[src/rtl/game_pkg.sv]
// Shared definitions for the gamepad input stage: button indices, SNES
// serial frame layout, FSM state encoding and frame decode helpers.
package game_pkg;

  // Debounced button bit positions (same order in both halves of input_data).
  localparam int BTN_UP     = 0;
  localparam int BTN_DOWN   = 1;
  localparam int BTN_LEFT   = 2;
  localparam int BTN_RIGHT  = 3;
  localparam int BTN_ATTACK = 4;
  localparam int BTN_W      = 5;

  // Bit positions within the 16-bit SNES serial frame, in shift order.
  localparam int SNES_B      = 0;
  localparam int SNES_Y      = 1;
  localparam int SNES_SELECT = 2;
  localparam int SNES_START  = 3;
  localparam int SNES_UP     = 4;
  localparam int SNES_DOWN   = 5;
  localparam int SNES_LEFT   = 6;
  localparam int SNES_RIGHT  = 7;
  localparam int SNES_A      = 8;
  localparam int SNES_X      = 9;
  localparam int SNES_L      = 10;
  localparam int SNES_R      = 11;
  localparam int SNES_SIG_LO = 12;
  localparam int SNES_SIG_HI = 15;
  localparam int SNES_BITS   = 16;

  // Poll sequencer states.
  typedef enum logic [2:0] {
    ST_IDLE     = 3'd0,
    ST_LATCH    = 3'd1,
    ST_CLK_HIGH = 3'd2,
    ST_CLK_LOW  = 3'd3,
    ST_DONE     = 3'd4
  } state_t;

  // A real pad leaves its signature lines high, which reads back as zeros
  // once the active-low data has been inverted into the raw frame.
  function automatic logic sig_present(input logic [SNES_BITS-1:0] raw);
    return (raw[SNES_SIG_HI:SNES_SIG_LO] == 4'b0000);
  endfunction

  // Map the raw frame onto the five game buttons; A and B both mean attack.
  function automatic logic [BTN_W-1:0] frame_to_sample(input logic [SNES_BITS-1:0] raw);
    logic [BTN_W-1:0] s;
    s             = '0;
    s[BTN_UP]     = raw[SNES_UP];
    s[BTN_DOWN]   = raw[SNES_DOWN];
    s[BTN_LEFT]   = raw[SNES_LEFT];
    s[BTN_RIGHT]  = raw[SNES_RIGHT];
    s[BTN_ATTACK] = raw[SNES_A] | raw[SNES_B];
    return s;
  endfunction

endpackage

[src/rtl/button_debounce.sv]
// Two-poll debounce of the decoded button sample plus pressed/released edge
// pulse generation. Everything is evaluated once per poll on the done strobe.
module button_debounce
  import game_pkg::*;
(
  input  logic                 clk,
  input  logic                 reset,
  input  logic                 done,
  input  logic [BTN_W-1:0]     sample,
  output logic [2*BTN_W-1:0]   input_data,
  output logic [BTN_W-1:0]     buttons
);

  logic [BTN_W-1:0]   prev_r;
  logic [BTN_W-1:0]   buttons_r;
  logic [2*BTN_W-1:0] input_data_r;

  logic [BTN_W-1:0]   new_s;
  logic [BTN_W-1:0]   pressed_s;
  logic [BTN_W-1:0]   released_s;

  // Accept a new level only when two consecutive polls agree, then derive edges.
  always_comb begin
    new_s      = buttons_r;
    pressed_s  = '0;
    released_s = '0;
    if (sample == prev_r) begin
      new_s = sample;
    end else begin
      new_s = buttons_r;
    end
    pressed_s  = new_s & ~buttons_r;
    released_s = ~new_s & buttons_r;
  end

  // Debounce state and the one-cycle edge pulse register.
  always_ff @(posedge clk) begin
    if (!reset) begin
      prev_r       <= '0;
      buttons_r    <= '0;
      input_data_r <= '0;
    end else if (done) begin
      prev_r       <= sample;
      buttons_r    <= new_s;
      input_data_r <= {pressed_s, released_s};
    end else begin
      input_data_r <= '0;
    end
  end

  assign input_data = input_data_r;
  assign buttons    = buttons_r;

endmodule

[src/rtl/gamepad_input.sv]
// SNES-style gamepad poller: on each poll request it latches the pad, clocks
// out 16 serial bits, decodes the five game buttons and hands them to the
// debounce stage, which emits pressed/released pulses during the DONE cycle.
module gamepad_input
  import game_pkg::*;
#(
  parameter int LATCH_CYCLES = 300,
  parameter int HALF_CYCLES  = 150
) (
  input  logic        clk,
  input  logic        reset,
  input  logic        poll,
  input  logic        gamepad_data,
  output logic        gamepad_latch,
  output logic        gamepad_clk,
  output logic [9:0]  input_data,
  output logic [4:0]  buttons,
  output logic        pad_present,
  output logic        busy
);

  localparam int CNT_MAX = (LATCH_CYCLES > HALF_CYCLES) ? LATCH_CYCLES : HALF_CYCLES;
  localparam int CNT_W   = $clog2(CNT_MAX + 1);

  localparam logic [CNT_W-1:0] LATCH_LOAD = CNT_W'(LATCH_CYCLES - 1);
  localparam logic [CNT_W-1:0] HALF_LOAD  = CNT_W'(HALF_CYCLES - 1);
  localparam logic [3:0]       LAST_IDX   = 4'd15;

  state_t                 state_r;
  state_t                 state_next;
  logic [CNT_W-1:0]       cnt_r;
  logic [CNT_W-1:0]       cnt_next;
  logic [3:0]             idx_r;
  logic [3:0]             idx_next;
  logic [SNES_BITS-1:0]   raw_r;
  logic [SNES_BITS-1:0]   raw_next;
  logic [1:0]             sync_r;

  logic                   latch_r;
  logic                   pclk_r;
  logic                   busy_r;
  logic                   pad_present_r;

  logic                   data_bit_s;
  logic                   finish_s;
  logic                   present_s;
  logic [BTN_W-1:0]       sample_s;

  // Pad data is asynchronous; bring it into the clk domain through two flops.
  always_ff @(posedge clk) begin
    if (!reset) begin
      sync_r <= 2'b00;
    end else begin
      sync_r <= {sync_r[0], gamepad_data};
    end
  end

  // Pad data is active-low, so a pressed button shows up as a 1 in raw.
  assign data_bit_s = ~sync_r[1];

  // Next-state, phase counter, bit index and shift register update.
  always_comb begin
    state_next = state_r;
    cnt_next   = cnt_r;
    idx_next   = idx_r;
    raw_next   = raw_r;
    finish_s   = 1'b0;
    case (state_r)
      ST_IDLE: begin
        if (poll) begin
          state_next = ST_LATCH;
          cnt_next   = LATCH_LOAD;
        end else begin
          state_next = ST_IDLE;
        end
      end
      ST_LATCH: begin
        if (cnt_r == '0) begin
          state_next = ST_CLK_HIGH;
          cnt_next   = HALF_LOAD;
          idx_next   = 4'd0;
        end else begin
          cnt_next = cnt_r - CNT_W'(1);
        end
      end
      ST_CLK_HIGH: begin
        if (cnt_r == '0) begin
          // Sample on the last cycle of the high phase, when data is settled.
          raw_next[idx_r] = data_bit_s;
          if (idx_r == LAST_IDX) begin
            state_next = ST_DONE;
            finish_s   = 1'b1;
          end else begin
            state_next = ST_CLK_LOW;
            cnt_next   = HALF_LOAD;
          end
        end else begin
          cnt_next = cnt_r - CNT_W'(1);
        end
      end
      ST_CLK_LOW: begin
        if (cnt_r == '0) begin
          state_next = ST_CLK_HIGH;
          cnt_next   = HALF_LOAD;
          idx_next   = idx_r + 4'd1;
        end else begin
          cnt_next = cnt_r - CNT_W'(1);
        end
      end
      ST_DONE: begin
        state_next = ST_IDLE;
      end
      default: begin
        state_next = ST_IDLE;
        cnt_next   = '0;
        idx_next   = 4'd0;
      end
    endcase
  end

  // Sequencer state register with counters and the received frame.
  always_ff @(posedge clk) begin
    if (!reset) begin
      state_r <= ST_IDLE;
      cnt_r   <= '0;
      idx_r   <= 4'd0;
      raw_r   <= '0;
    end else begin
      state_r <= state_next;
      cnt_r   <= cnt_next;
      idx_r   <= idx_next;
      raw_r   <= raw_next;
    end
  end

  // Decode from the frame including the bit captured this cycle, so the
  // debounce result is registered and visible throughout the DONE cycle.
  assign present_s = sig_present(raw_next);

  // A missing pad reads as all-pressed; suppress it so nothing is reported.
  always_comb begin
    sample_s = '0;
    if (present_s) begin
      sample_s = frame_to_sample(raw_next);
    end else begin
      sample_s = '0;
    end
  end

  // Pad pins and status flags are registered from the next state to stay glitch-free.
  always_ff @(posedge clk) begin
    if (!reset) begin
      latch_r       <= 1'b0;
      pclk_r        <= 1'b1;
      busy_r        <= 1'b0;
      pad_present_r <= 1'b0;
    end else begin
      latch_r <= (state_next == ST_LATCH);
      pclk_r  <= (state_next != ST_CLK_LOW);
      busy_r  <= (state_next != ST_IDLE);
      if (finish_s) begin
        pad_present_r <= present_s;
      end else begin
        pad_present_r <= pad_present_r;
      end
    end
  end

  button_debounce u_debounce (
    .clk        (clk),
    .reset      (reset),
    .done       (finish_s),
    .sample     (sample_s),
    .input_data (input_data),
    .buttons    (buttons)
  );

  assign gamepad_latch = latch_r;
  assign gamepad_clk   = pclk_r;
  assign busy          = busy_r;
  assign pad_present   = pad_present_r;

endmodule

[config.mk]
export PLATFORM = sky130hd
export DESIGN_NAME = gamepad_input
export DESIGN_NICKNAME = d
export VERILOG_FILES = /design/src/rtl/game_pkg.sv /design/src/rtl/button_debounce.sv /design/src/rtl/gamepad_input.sv
export SDC_FILE = /design/constraint.sdc
export NUM_CORES = 1
export LEC_CHECK = 0
export CAP_MARGIN = 20
export CORE_MARGIN = 1
export CORE_UTILIZATION = 30
export CTS_BUF_LIST = sky130_fd_sc_hd__clkbuf_16
export DETAILED_ROUTE_END_ITERATION = 10
export PLACE_DENSITY = 0.49
export SLEW_MARGIN = 5
export SYNTH_ARGS = -nofsm -noshare
export SYNTH_HDL_FRONTEND = slang
export SYNTH_SLANG_ARGS = --single-unit
[constraint.sdc]
create_clock -name clk -period 3.7 [get_ports clk]
set_clock_uncertainty 0.1 [all_clocks]
set_input_delay 0.74 -clock clk [delete_from_list [all_inputs] [get_ports clk]]
set_output_delay 0.74 -clock clk [all_outputs]
set_load 0.05 [all_outputs]
==> results.md <==
- The highest cell delay on the worst timing path is 0.49 ns.
- The mean number of vias per cell is a little over 5.
- The final-report max-slew violation count is 0.
- The worst pin sits at a relative slew slack of between 60% and 70%.
- The synthesized instance count is roughly 330.
- The clock edge transition at the registers on the reported setup and hold paths is roughly 0.070 ns.
- The share of async-settable or async-resettable flops after synthesis is 0%.
- Of all nets on the critical path, the largest fanout is 9.
- In this run the standard cell core region covers around 8700 um^2.
- The endpoint required time on the critical path is between 3 and 4 ns.
- The remaining global-route overflow is 0.
- The run finished with clean final reports.
- The total number of nets in the final design is approximately 360.
- The number of antenna violations at the first check in global routing was 0.
- The number of design rule violations left after detail routing is 0.
- The leading area contributor after synthesis is sky130_fd_sc_hd__dfxtp_1.
- The type of the setup path with the least slack is reg2reg.
- The synthesis-to-layout area growth is 17.98%.
- The sequential fraction of the synthesis area is between 30% and 40%.
- The post-layout instance area is between 3000 and 4000 um^2.
- The cell area that synthesis handed to floorplanning was ~2700 um^2.
- The final-layout fill cell count is around 930.
- Setup repair after global routing left no endpoint under its margin.
- Across all layers, the routed design uses ~2,400 vias.
- Ranked by total cell area, the synthesized netlist is headed by sky130_fd_sc_hd__dfxtp_1 39%, sky130_fd_sc_hd__a21oi_1 6.6%, sky130_fd_sc_hd__o21ai_0 5.4%.
- The maximum root-to-sink buffer count is 2.
- The wire-length estimate of the detail-placed layout is 4623 um.
- In this run, the number of DRC markers left after iteration 0 of detailed routing was between 150 and 200.
- The number of placed instances, taps included is 453.
- The slew at the pin closest to its max-slew limit is roughly 0.56 ns.
- The fmax is slightly above 0.3 GHz.
- The post-route netlist has approximately 8.5% of its cells at a drive strength greater than 1.
- The number of warnings issued by yosys is 0.
- STA puts the critical path data arrival time at about 3.4 ns.
- Hold repair after CTS inserted 0 buffers.
- The via count of the first global-routing pass is between 2,000 and 2,500.
- Once routing completed, OpenROAD measured the worst setup slack at ~0.43 ns.
- Total power for the finished layout comes to between 1000 and 1500 uW.
- The time the worst path needs with I/O delays and setup is between 3 and 4 ns.
- The summed negative setup slack over all endpoints is 0 ns.
- The library cell used most frequently in the layout, excluding fill and tap cells, is sky130_fd_sc_hd__dfxtp_1.
- Leaving out fill and tap cells, the most frequent cells in the layout are 52 x sky130_fd_sc_hd__dfxtp_1, 35 x sky130_fd_sc_hd__a21oi_1, 34 x sky130_fd_sc_hd__nor2_1, 34 x sky130_fd_sc_hd__nand2_1, 29 x sky130_fd_sc_hd__o21ai_0.
- After detailed routing, the total wire length is 6306 um.
- The worst-case vdd ir drop is 0.2230 mV.
- A synthesized cell averages 8.148 um^2.
- Leaving out filler cells and counting taps, the final layout contains 461.
- The type of destination of the critical path is a flop.
- In this run the core area contains 34 standard-cell rows.
- In the synthesized netlist the dominant register cell turns out to be sky130_fd_sc_hd__dfxtp_1.
- The clock sink count is 52.
- Once the clock tree was built, the setup fixing pass inserted 0 buffers.
- The total count of hold-check failures in the final report is 0.
- The number of nets with antenna violations after routing is 0.
- The max-capacitance violation count is 0.
- The slowest stage cell on the critical path is sky130_fd_sc_hd__a2111o_1.
- The worst slack at placement is 0.4523 ns.
- The combined area of the multi-input logic cells is ~1500 um^2.
- The combined global-route utilization of all metal layers is between 10% and 20%.
- The clock root buffer is sky130_fd_sc_hd__clkbuf_16.
- The starting utilization of the core area is between 30 and 40%.
- Traced cell by cell, the critical path runs through inv_1 -> ha_1 -> nor4b_4 -> nand4_2 -> a2111o_1 -> and2_4 -> o31a_1 -> a2111o_1 -> or3_1 -> a21oi_1.
- The final weighted congestion of routability-driven global placement is approximately 0.84.
- The count of cell types in the netlist is between 50 and 60.
- The combined flip-flop and latch cell area is ~1000 um^2.
- The first detailed-routing pass took 4 iterations.
- Among the stages of the critical path, the cell type that occurs most often is sky130_fd_sc_hd__a2111o_1.
- The total nets after synthesis is 338.
- Counting flops with a built-in enable in the synthesized netlist gives 0.
- Port buffering added 22 buffers.
- The worst setup path is launched from a flop.
- Setup violations remaining at the end of the flow were counted as 0.
- The number of CTS-inserted buffers is 5.
- Grouping stages by cell kind, the critical path spends the most delay in compound AO/OA/AOI/OAI gates.
- The number of storage elements in the synthesis netlist is 52.
- Of the post-synthesis cell area, the dominant cell type holds approximately 39%.
- The count of buffering cells on the critical path with inverters included is 1.
- The final routed wire length divided by cell count is 13.68 um.
- The fraction of the cycle the final worst path needs is 88.39%.
- The leakage dissipation is approximately 0.0012 uW.
- Entering global routing, the biggest net connects 29 pins.
- The H-tree generated during clock tree synthesis spans 2 levels.
- The antenna diode count is 0.
- The TritonCTS clock tree is done.
- The min-delay analysis places its worst path in the category reg2reg.
- The die is 96.39 um tall.
- The floorplan step defined a die boundary enclosing approximately 9300 um^2.
- Clock latency on the worst-skew pair, taken at its later pin, is ~0.29 ns.
- Measured along the x axis, the die boundary spans between 90 and 100 um.
- Power spread over the standard cell area amounts to approximately 420 nW/um^2.
- The cell area reported after detailed placement is around 3000 um^2.
- The post-cts sizing count is 0.
- The first global-routing pass estimated ~11,000 um of wire.
- The number of ports placed on the die boundary is 23.
## cell usage after synthesis, types with 4 or more instances
master	number
sky130_fd_sc_hd__nand4_1	8
sky130_fd_sc_hd__nor2_1	34
sky130_fd_sc_hd__a21oi_1	35
sky130_fd_sc_hd__mux2i_1	5
sky130_fd_sc_hd__o31ai_1	4
sky130_fd_sc_hd__nand2_1	34
sky130_fd_sc_hd__o21ai_0	29
sky130_fd_sc_hd__and3_1	10
sky130_fd_sc_hd__nor3_1	9
sky130_fd_sc_hd__ha_1	6
sky130_fd_sc_hd__and2_1	5
sky130_fd_sc_hd__nor2b_1	7
sky130_fd_sc_hd__nand3_1	10
sky130_fd_sc_hd__or3_1	8
sky130_fd_sc_hd__dfxtp_1	52
sky130_fd_sc_hd__clkbuf_1	7
sky130_fd_sc_hd__inv_1	14
## routing by layer
metal  up-vias  wire, um  GRT usage [%]
li1       1219         -              -
met1      1095      3283          20.98
met2        40      2740          23.40
met3         2       236          2.113
met4         0        46          4.044
met5         -         0              0
## state kept, by name, indices dropped and copies added, names as in the netlist
signal	cells
state_r	3
raw_r	10
idx_r	4
u_debounce.input_data	10
u_debounce.prev_r	5
gamepad_latch	1
pad_present	1
u_debounce.buttons	5
sync_r	2
gamepad_clk	1
cnt_r	9
busy	1
## final timing paths
kind | from | to | slack [ns] | cells past startpoint
min | pad_present | pad_present | 0.35 | 2
max reg2reg | cnt_r[0] | u_debounce.buttons[2] | 0.43 | 10
min reg2reg | pad_present | pad_present | 0.35 | 2
max | cnt_r[0] | u_debounce.buttons[2] | 0.43 | 10
## stage by stage
step           hold WS, ns  util (%)
2_1_floorplan       0.3118         -
3_3_place_gp        0.3371     34.66
3_5_place_dp        0.3438     34.66
4_1_cts             0.3538     36.33
5_1_grt             0.3926     36.33
6_report            0.3514     36.33
## worst register-to-register path, delay by kind of cell, from the launching register on
| kind | cells | cell delay (ns) |
|---|---|---|
| adder cells (fa/ha/maj) | 1 | 0.17 |
| AO/OA/AOI/OAI | 4 | 1.37 |
| flip-flops | 1 | 0.32 |
| buffers and inverters | 1 | 0.11 |
| AND/OR/NAND/NOR | 4 | 1.14 |
## cell type report
cell class,count,area share [%]
multi-input cells,249,47.54
clock buffers,5,3.968
inverters,14,1.667
repair buffers,30,8.889
well taps,108,4.286
clock inverters,3,0.6349
flip-flops and latches,52,33.02
## report_power, final
group	switching (uW)	leakage, uW	internal [uW]	total (uW)
sequential	31.2	0.000422	585	616
clock	217	0.0000712	250	467
combinational	148	0.000680	96.8	245
## cell families after synthesis
group	count (synthesis)	synth area share, %
buffers and inverters	27	4.963
adder cells (fa/ha/maj)	6	2.809
AND/OR/NAND/NOR	148	31.13
AO/OA/AOI/OAI	83	17.79
multiplexers	7	2.715
XOR/XNOR	5	1.639
flip-flops	52	38.95
Power figures use the tool's default switching activity.
